<file path="src/rtl/regfile_dump_reader.sv">
// Register file dump reader: walks a wrapping address window and
// streams {address, data} pairs over a valid/ready handshake.
module regfile_dump_reader #(
  parameter int N_BITS = 32,
  parameter int ADDR_W = 5
) (
  input  logic              clk,
  input  logic              reset,
  input  logic              start_i,
  input  logic [ADDR_W-1:0] start_addr_i,
  input  logic [ADDR_W-1:0] count_i,
  output logic [ADDR_W-1:0] rd_addr_o,
  input  logic [N_BITS-1:0] rd_data_i,
  output logic              valid_o,
  input  logic              ready_i,
  output logic [N_BITS-1:0] data_o,
  output logic [ADDR_W-1:0] addr_o,
  output logic              busy_o,
  output logic              done_o
);

  typedef enum logic [1:0] {
    IDLE,
    FETCH,
    HOLD,
    DONE
  } state_t;

  localparam logic [ADDR_W:0] FULL = {1'b1, {ADDR_W{1'b0}}};

  state_t            state;
  state_t            state_n;
  logic [ADDR_W-1:0] addr;
  logic [ADDR_W-1:0] addr_n;
  logic [ADDR_W:0]   remaining;
  logic [ADDR_W:0]   remaining_n;
  logic [N_BITS-1:0] data_n;
  logic [ADDR_W-1:0] addr_o_n;
  logic              valid_n;
  logic              handshake;
  logic              load;

  assign handshake = valid_o && ready_i;
  assign rd_addr_o = addr;
  assign busy_o    = (state != IDLE);
  assign done_o    = (state == DONE);

  always_ff @(posedge clk) begin
    if (reset) begin
      state     <= IDLE;
      addr      <= '0;
      remaining <= '0;
      data_o    <= '0;
      addr_o    <= '0;
      valid_o   <= 1'b0;
    end else begin
      state     <= state_n;
      addr      <= addr_n;
      remaining <= remaining_n;
      data_o    <= data_n;
      addr_o    <= addr_o_n;
      valid_o   <= valid_n;
    end
  end

  always_comb begin
    state_n     = state;
    addr_n      = addr;
    remaining_n = remaining;
    data_n      = data_o;
    addr_o_n    = addr_o;
    valid_n     = valid_o;
    load        = 1'b0;
    unique case (state)
      IDLE: begin
        if (start_i) begin
          addr_n      = start_addr_i;
          // a zero count selects the whole register file
          remaining_n = (count_i == '0) ? FULL
                                        : {1'b0, count_i};
          state_n     = FETCH;
        end
      end
      FETCH: begin
        load    = 1'b1;
        state_n = HOLD;
      end
      HOLD: begin
        if (handshake) begin
          if (remaining != '0) begin
            load = 1'b1;
          end else begin
            valid_n = 1'b0;
            state_n = DONE;
          end
        end
      end
      DONE: begin
        state_n = IDLE;
      end
      default: begin
        state_n = IDLE;
      end
    endcase
    // capture sees the pre-write register value on this edge
    if (load) begin
      data_n      = rd_data_i;
      addr_o_n    = addr;
      valid_n     = 1'b1;
      addr_n      = addr + 1'b1;
      remaining_n = remaining - 1'b1;
    end
  end

endmodule

</file>
<file path="config.mk">
export PLATFORM = sky130hd
export DESIGN_NAME = regfile_dump_reader
export DESIGN_NICKNAME = d
export VERILOG_FILES = /design/src/rtl/regfile_dump_reader.sv
export SDC_FILE = /design/constraint.sdc
export NUM_CORES = 1
export LEC_CHECK = 0
export BUFFER_PORTS_ARGS = -buffer_cell sky130_fd_sc_hd__buf_2
export CELL_PAD_IN_SITES_DETAIL_PLACEMENT = 1
export CELL_PAD_IN_SITES_GLOBAL_PLACEMENT = 1
export CORE_ASPECT_RATIO = 1.75
export CORE_UTILIZATION = 38
export CTS_BUF_LIST = sky130_fd_sc_hd__clkbuf_8
export DETAILED_ROUTE_END_ITERATION = 8
export GPL_ROUTABILITY_DRIVEN = 1
export GPL_TIMING_DRIVEN = 1
export HOLD_SLACK_MARGIN = 0.02
export PLACE_DENSITY = 0.89
export SLEW_MARGIN = 5
export SYNTH_ARGS = -nofsm -noshare
export SYNTH_HDL_FRONTEND = slang
export SYNTH_SLANG_ARGS = --single-unit
</file>
<file path="constraint.sdc">
create_clock -name clk -period 3.1 [get_ports clk]
set_input_delay 0.155 -clock clk [delete_from_list [all_inputs] [get_ports clk]]
set_output_delay 0.155 -clock clk [all_outputs]
set_load 0.02 [all_outputs]
</file>
# After elaboration in Yosys (flattened, before gate mapping)
# Cells that the tools add are included.
op_classes:
  mux: 18
  eq_ne: 7
  n_addsub: 2
  reduce_logical: 12
op_table:
  columns: ["operator", "n"]
  rows:
  - ["$mux 6", 4]
  - ["$mux 5", 3]
  - ["$reduce_bool 2->1", 5]
  - ["$ne 2x2->1 const B", 4]
  - ["$pmux 2 s4", 1]
  - ["$mux 1", 6]
  - ["$mux 2", 3]
  - ["$reduce_and 3->1", 2]
  - ["$reduce_bool 6->1", 1]
  - ["$sub 6x1->6 const B", 1]
  - ["$add 5x1->5 const B", 1]
  - ["$logic_not 5->1", 1]
  - ["$eq 2x2->1 const B", 2]
  - ["$eq 2x1->1 const B", 1]
  - ["$logic_not 2->1", 1]
  - ["$pmux 1 s2", 1]
  - ["$reduce_and 2->1", 1]
  - ["$logic_and 1x1->1", 1]
word_totals:
  output_inout_bits: 45
  reg_bits: 51
  inputBits: 46

# Logic depth before layout (Yosys ltp)
depth:
  depth_word: 6
  ltp_mapped: 8
  mapped_depth_nobuf: 6

# Worst setup path after synthesis
# No wires, ideal clock.
synth_timing:
  path_kind: "register -> register"
  start: "register state[0]"
  end: "register addr[2], in the netlist rd_addr_o[2]"
  required_ns: 2.994
  arrival_ns: 1.897
  slack_ns: 1.097
  path_stages_with_launch: 7
  period_less_slack_ns: 2.003
  cell_sequence: "dfxtp_1 inv_1 ha_1 a211o_1 o2bb2ai_4 mux2_2 o311ai_0"
synth_via:
  elab_chain_cells: 4
  word_cells_on_any_way: 8
  classes_between: "2 x eq/ne; 2 x mux; 4 x reduce/logical"
synth_lines:
  columns: ["element", "line", "source"]
  rows:
  - ["start, declared", "31", "state_t state;"]
  - ["start signal, assigned", "57", "state <= state_n;"]
  - ["$eq 2x2->1 or $eq 2x1->1 (tied branches)", "74", "unique case (state)"]
  - ["$pmux 1 s2", "74", null]
  - ["$reduce_bool 2->1 (no line)", null, null]
  - ["$reduce_and 2->1 (no line)", null, null]
  - ["end signal, assigned", "58", "addr <= addr_n;"]
  - ["end, declared", "33", "logic [ADDR_W-1:0] addr;"]
# Several ways; a longest one is shown, not always the timed one.
# A chain may end at the register's enable or synchronous reset.

# Worst setup path after layout
layout_timing:
  start: "register state[0]"
  end: "register remaining[2]"
layout_via:
  elab_chain_cells: 4
  word_cells_on_any_way: 8
  classes_between: "2 x eq/ne; 2 x mux; 4 x reduce/logical"
layout_lines:
  columns: ["element", "line", "source"]
  rows:
  - ["$eq 2x2->1 or $eq 2x1->1 (tied branches)", "74", null]
  - ["$pmux 1 s2", "74", null]
  - ["$reduce_bool 2->1 (no line)", null, null]
  - ["$reduce_and 2->1 (no line)", null, null]
  - ["end signal, assigned", "59", "remaining <= remaining_n;"]
  - ["end, declared", "35", "logic [ADDR_W:0] remaining;"]
# Several ways; a longest one is shown, not always the timed one.

==> out/metrics.yaml <==
synth:
  syn_area_um2: 2250
  synth.distinct_cells: 37
  ys_top_cells_by_area: "dfxtp_1, nand2_1, a21oi_1, ha_1, nand4_1"
  netlist_instances: 271
  syn-num-nets: 324
  synth_top_area_share_pct: 45.4
  synth_warnings: 0
  ys_seq_area_share_pct: 45.4
  synth-seq-cells: 51
  yosysTopAreaCell: "dfxtp_1"
  postSynthAreaPerCell_um2: 8.30
sta:
  finalCritPeriodShare_pct: 77.5
  min_period_ns: 2.40
  clock_skew_ns: 0.00198
  max_slew_margin_pct: 57.6
  hold_viol: 0
  tns_ns: 0
  fmax_ghz: 0.416
  slew_viol_final: 0
  hold_ws_ns: 0.0800
  rsz0062_at_grt: "no"
  setup_slack_ns: 0.696
  finalSetupViolations: 0
  worstMarginPinSlew_ns: 0.633
worst_setup_path:
  critPathArrivalTime_ns: 2.60
  startpoint_type: "flip-flop"
  slowest_stage: "o2bb2ai_4"
  path_cells: "inv_1 -> ha_1 -> a211o_1 -> o2bb2ai_4 -> buf_12 -> nor4b_1 -> a311o_1"
  crit_type: "flip-flop to flip-flop"
  crit_required_ns: 3.30
  cp_max_fo: 39
  slowest_delay_ns: 0.41
  endpoint_kind: "flip-flop"
pwr:
  p_seq_share_pct: 38.3
  swShare_pct: 39.3
  p_leak_uw: 0.00126
  pwr-share-clk_pct: 21.4
  netSwitchingPower_uw: 911
  ir_drop_uv: 367
  power_frac_comb_pct: 40.3
  internal_power_uw: 1400
  power_density_nw_per_um2: 808
placement:
  dpl_worst_slack_ns: 0.701
  place_congestion: 0.811
  portBuffers: 90
  hpwlAfterDp_um: 4840
  place_area_um2: 2740
routing:
  vias: 2247
  wirelength_um: 6530
  routedWlPerCell_um: 15.1
  firstDrtPassIters: 4
  drt-initial-drc-count: 95
  viasPerCell: 5.19
  postRouteAntennaNets: 0
  drc: 0
cts:
  clk_latency_ns: 0.31
  postCtsHoldBufs: 0
  numCtsBuffers: 5
  cts-root-buf: "clkbuf_8"
  path_clk_slew_ns: 0.09
  cts_setup_buffers: 0
  cts_tree: "done"
  clock-sinks: 51
  clk_path_buf_depth: 2
  cts.htree.levels: 2
  cts.repair.resized: 0
floorplan:
  die_y_um: 104
  ios: 91
  fp.dieW_um: 60.2
  core-area_um2: 5630
  start_util_pct: 40.0
  die_area_um2: 6240
  placementRows: 36
global_routing:
  grt.total_usage_pct: 21.0
  grt_pass1_wl_um: 10200
  antenna_found_initial: 1
  grt_max_degree: 45
  first_global_vias: 2222
  overflow: 0
final_layout:
  syn2layout_area_growth_pct: 27.4
  layout-drive-gt1-share_pct: 30.6
  nets: 408
  design_area_um2: 2870
hold_path:
  hp-class: "input port to flip-flop"
run_status:
  status: "finished clean"
run:
  maxCapViolations: 0
[logic make-up (layout without fill, tap and decap cells)]
kind of cell    count (synthesis)  after routing  share of synthesized area (%)
buf+inv                        28            113                           6.12
other cells                     0              1                              0
compound gates                 60             60                           18.0
mux                             7              7                           3.17
flops                          51             51                           45.4
simple gates                  118            118                           23.4
fa+ha+maj                       7              7                           3.89
[cell type report]
| class | count | area, um^2 |
|---|---|---|
| Clock buffer | 6 | 82.6 |
| Multi-Input combinational cell | 192 | 1090 |
| Inverter | 11 | 41.3 |
| Clock inverter | 2 | 38.8 |
| Timing Repair Buffer | 94 | 493 |
| Fill cell | 721 | 2770 |
| Antenna cell | 1 | 2.50 |
| Tap cell | 76 | 95.1 |
| Sequential cell | 51 | 1020 |
[per-layer routing]
layer / share of wire [%] / GRT usage [%] / vias to the layer above
li1: - / - / 1107
met4: 1.8 / 6.98 / 0
met3: 4.1 / 3.00 / 8
met2: 56 / 39.7 / 58
met1: 38 / 22.0 / 1074
met5: 0 / 0 / -
[synth_stat cells (all sizes together)]
master	n
a2bb2oi	1
o211a	1
o311ai	5
a311o	1
o21a	1
nand4	11
a221oi	1
nor4b	1
nor2	5
and2	1
nor3b	1
nand2	86
and3	2
dfxtp	51
a211oi	2
mux2	1
buf	6
a211o	1
mux2i	6
a311oi	1
or4	2
nand3	2
inv	11
or3	1
clkbuf	11
o32ai	1
nor3	1
a21oi	42
o2bb2ai	1
ha	7
or3b	1
and4	1
nor4	3
o21ai	2
[critical path, delay by kind of cell, from the launching register on]
kind / cells / cell delay (ns)
adder cells (fa/ha/maj): 1 / 0.36
AO/OA/AOI/OAI: 3 / 1.10
buffers and inverters: 2 / 0.37
AND/OR/NAND/NOR: 1 / 0.08
flip-flops: 1 / 0.40
[power groups by stage]
stage,registers [uW],clock network [uW],logic (uW)
floorplan,988,0,584
global placement,892,0,907
detailed placement,902,0,937
CTS,888,502,942
global route,903,529,1030
finish,887,494,933
[state kept, by name, indices dropped and copies added (netlist names)]
signal / count
data_o: 32
remaining: 6
addr_o: 5
rd_addr_o: 5
state: 2
valid_o: 1
[cell usage in the layout (no fill, tap or decap), drive strengths merged, types with 2 or more instances in the layout]
cell type / count
dfxtp: 51
mux2i: 6
nand3: 2
o21ai: 2
clkbuf: 6
nand4: 11
ha: 7
inv: 12
a211oi: 2
or4: 2
nand2: 86
o311ai: 5
nor2: 5
and3: 2
a21oi: 42
nor4: 3
buf: 94
[through the flow]
stage / utilization [%] / instances / power (uW)
2_1_floorplan: - / 271 / 1570
3_3_place_gp: 48.7 / 424 / 1800
3_5_place_dp: 48.7 / 424 / 1840
4_1_cts: 50.8 / 432 / 2330
5_1_grt: 50.9 / 433 / 2460
6_report: 50.9 / 433 / 2310
[worst paths after layout]
path	startpoint	to	slack [ns]	cells after the start
worst max register to register	state[0]	remaining[2]	0.70	7
worst max-delay path	state[0]	remaining[2]	0.70	7
worst min register to register	data_o[19]	data_o[19]	0.45	2
worst min-delay path	rd_data_i[19]	data_o[19]	0.08	3
Power figures use the tool's default switching activity.
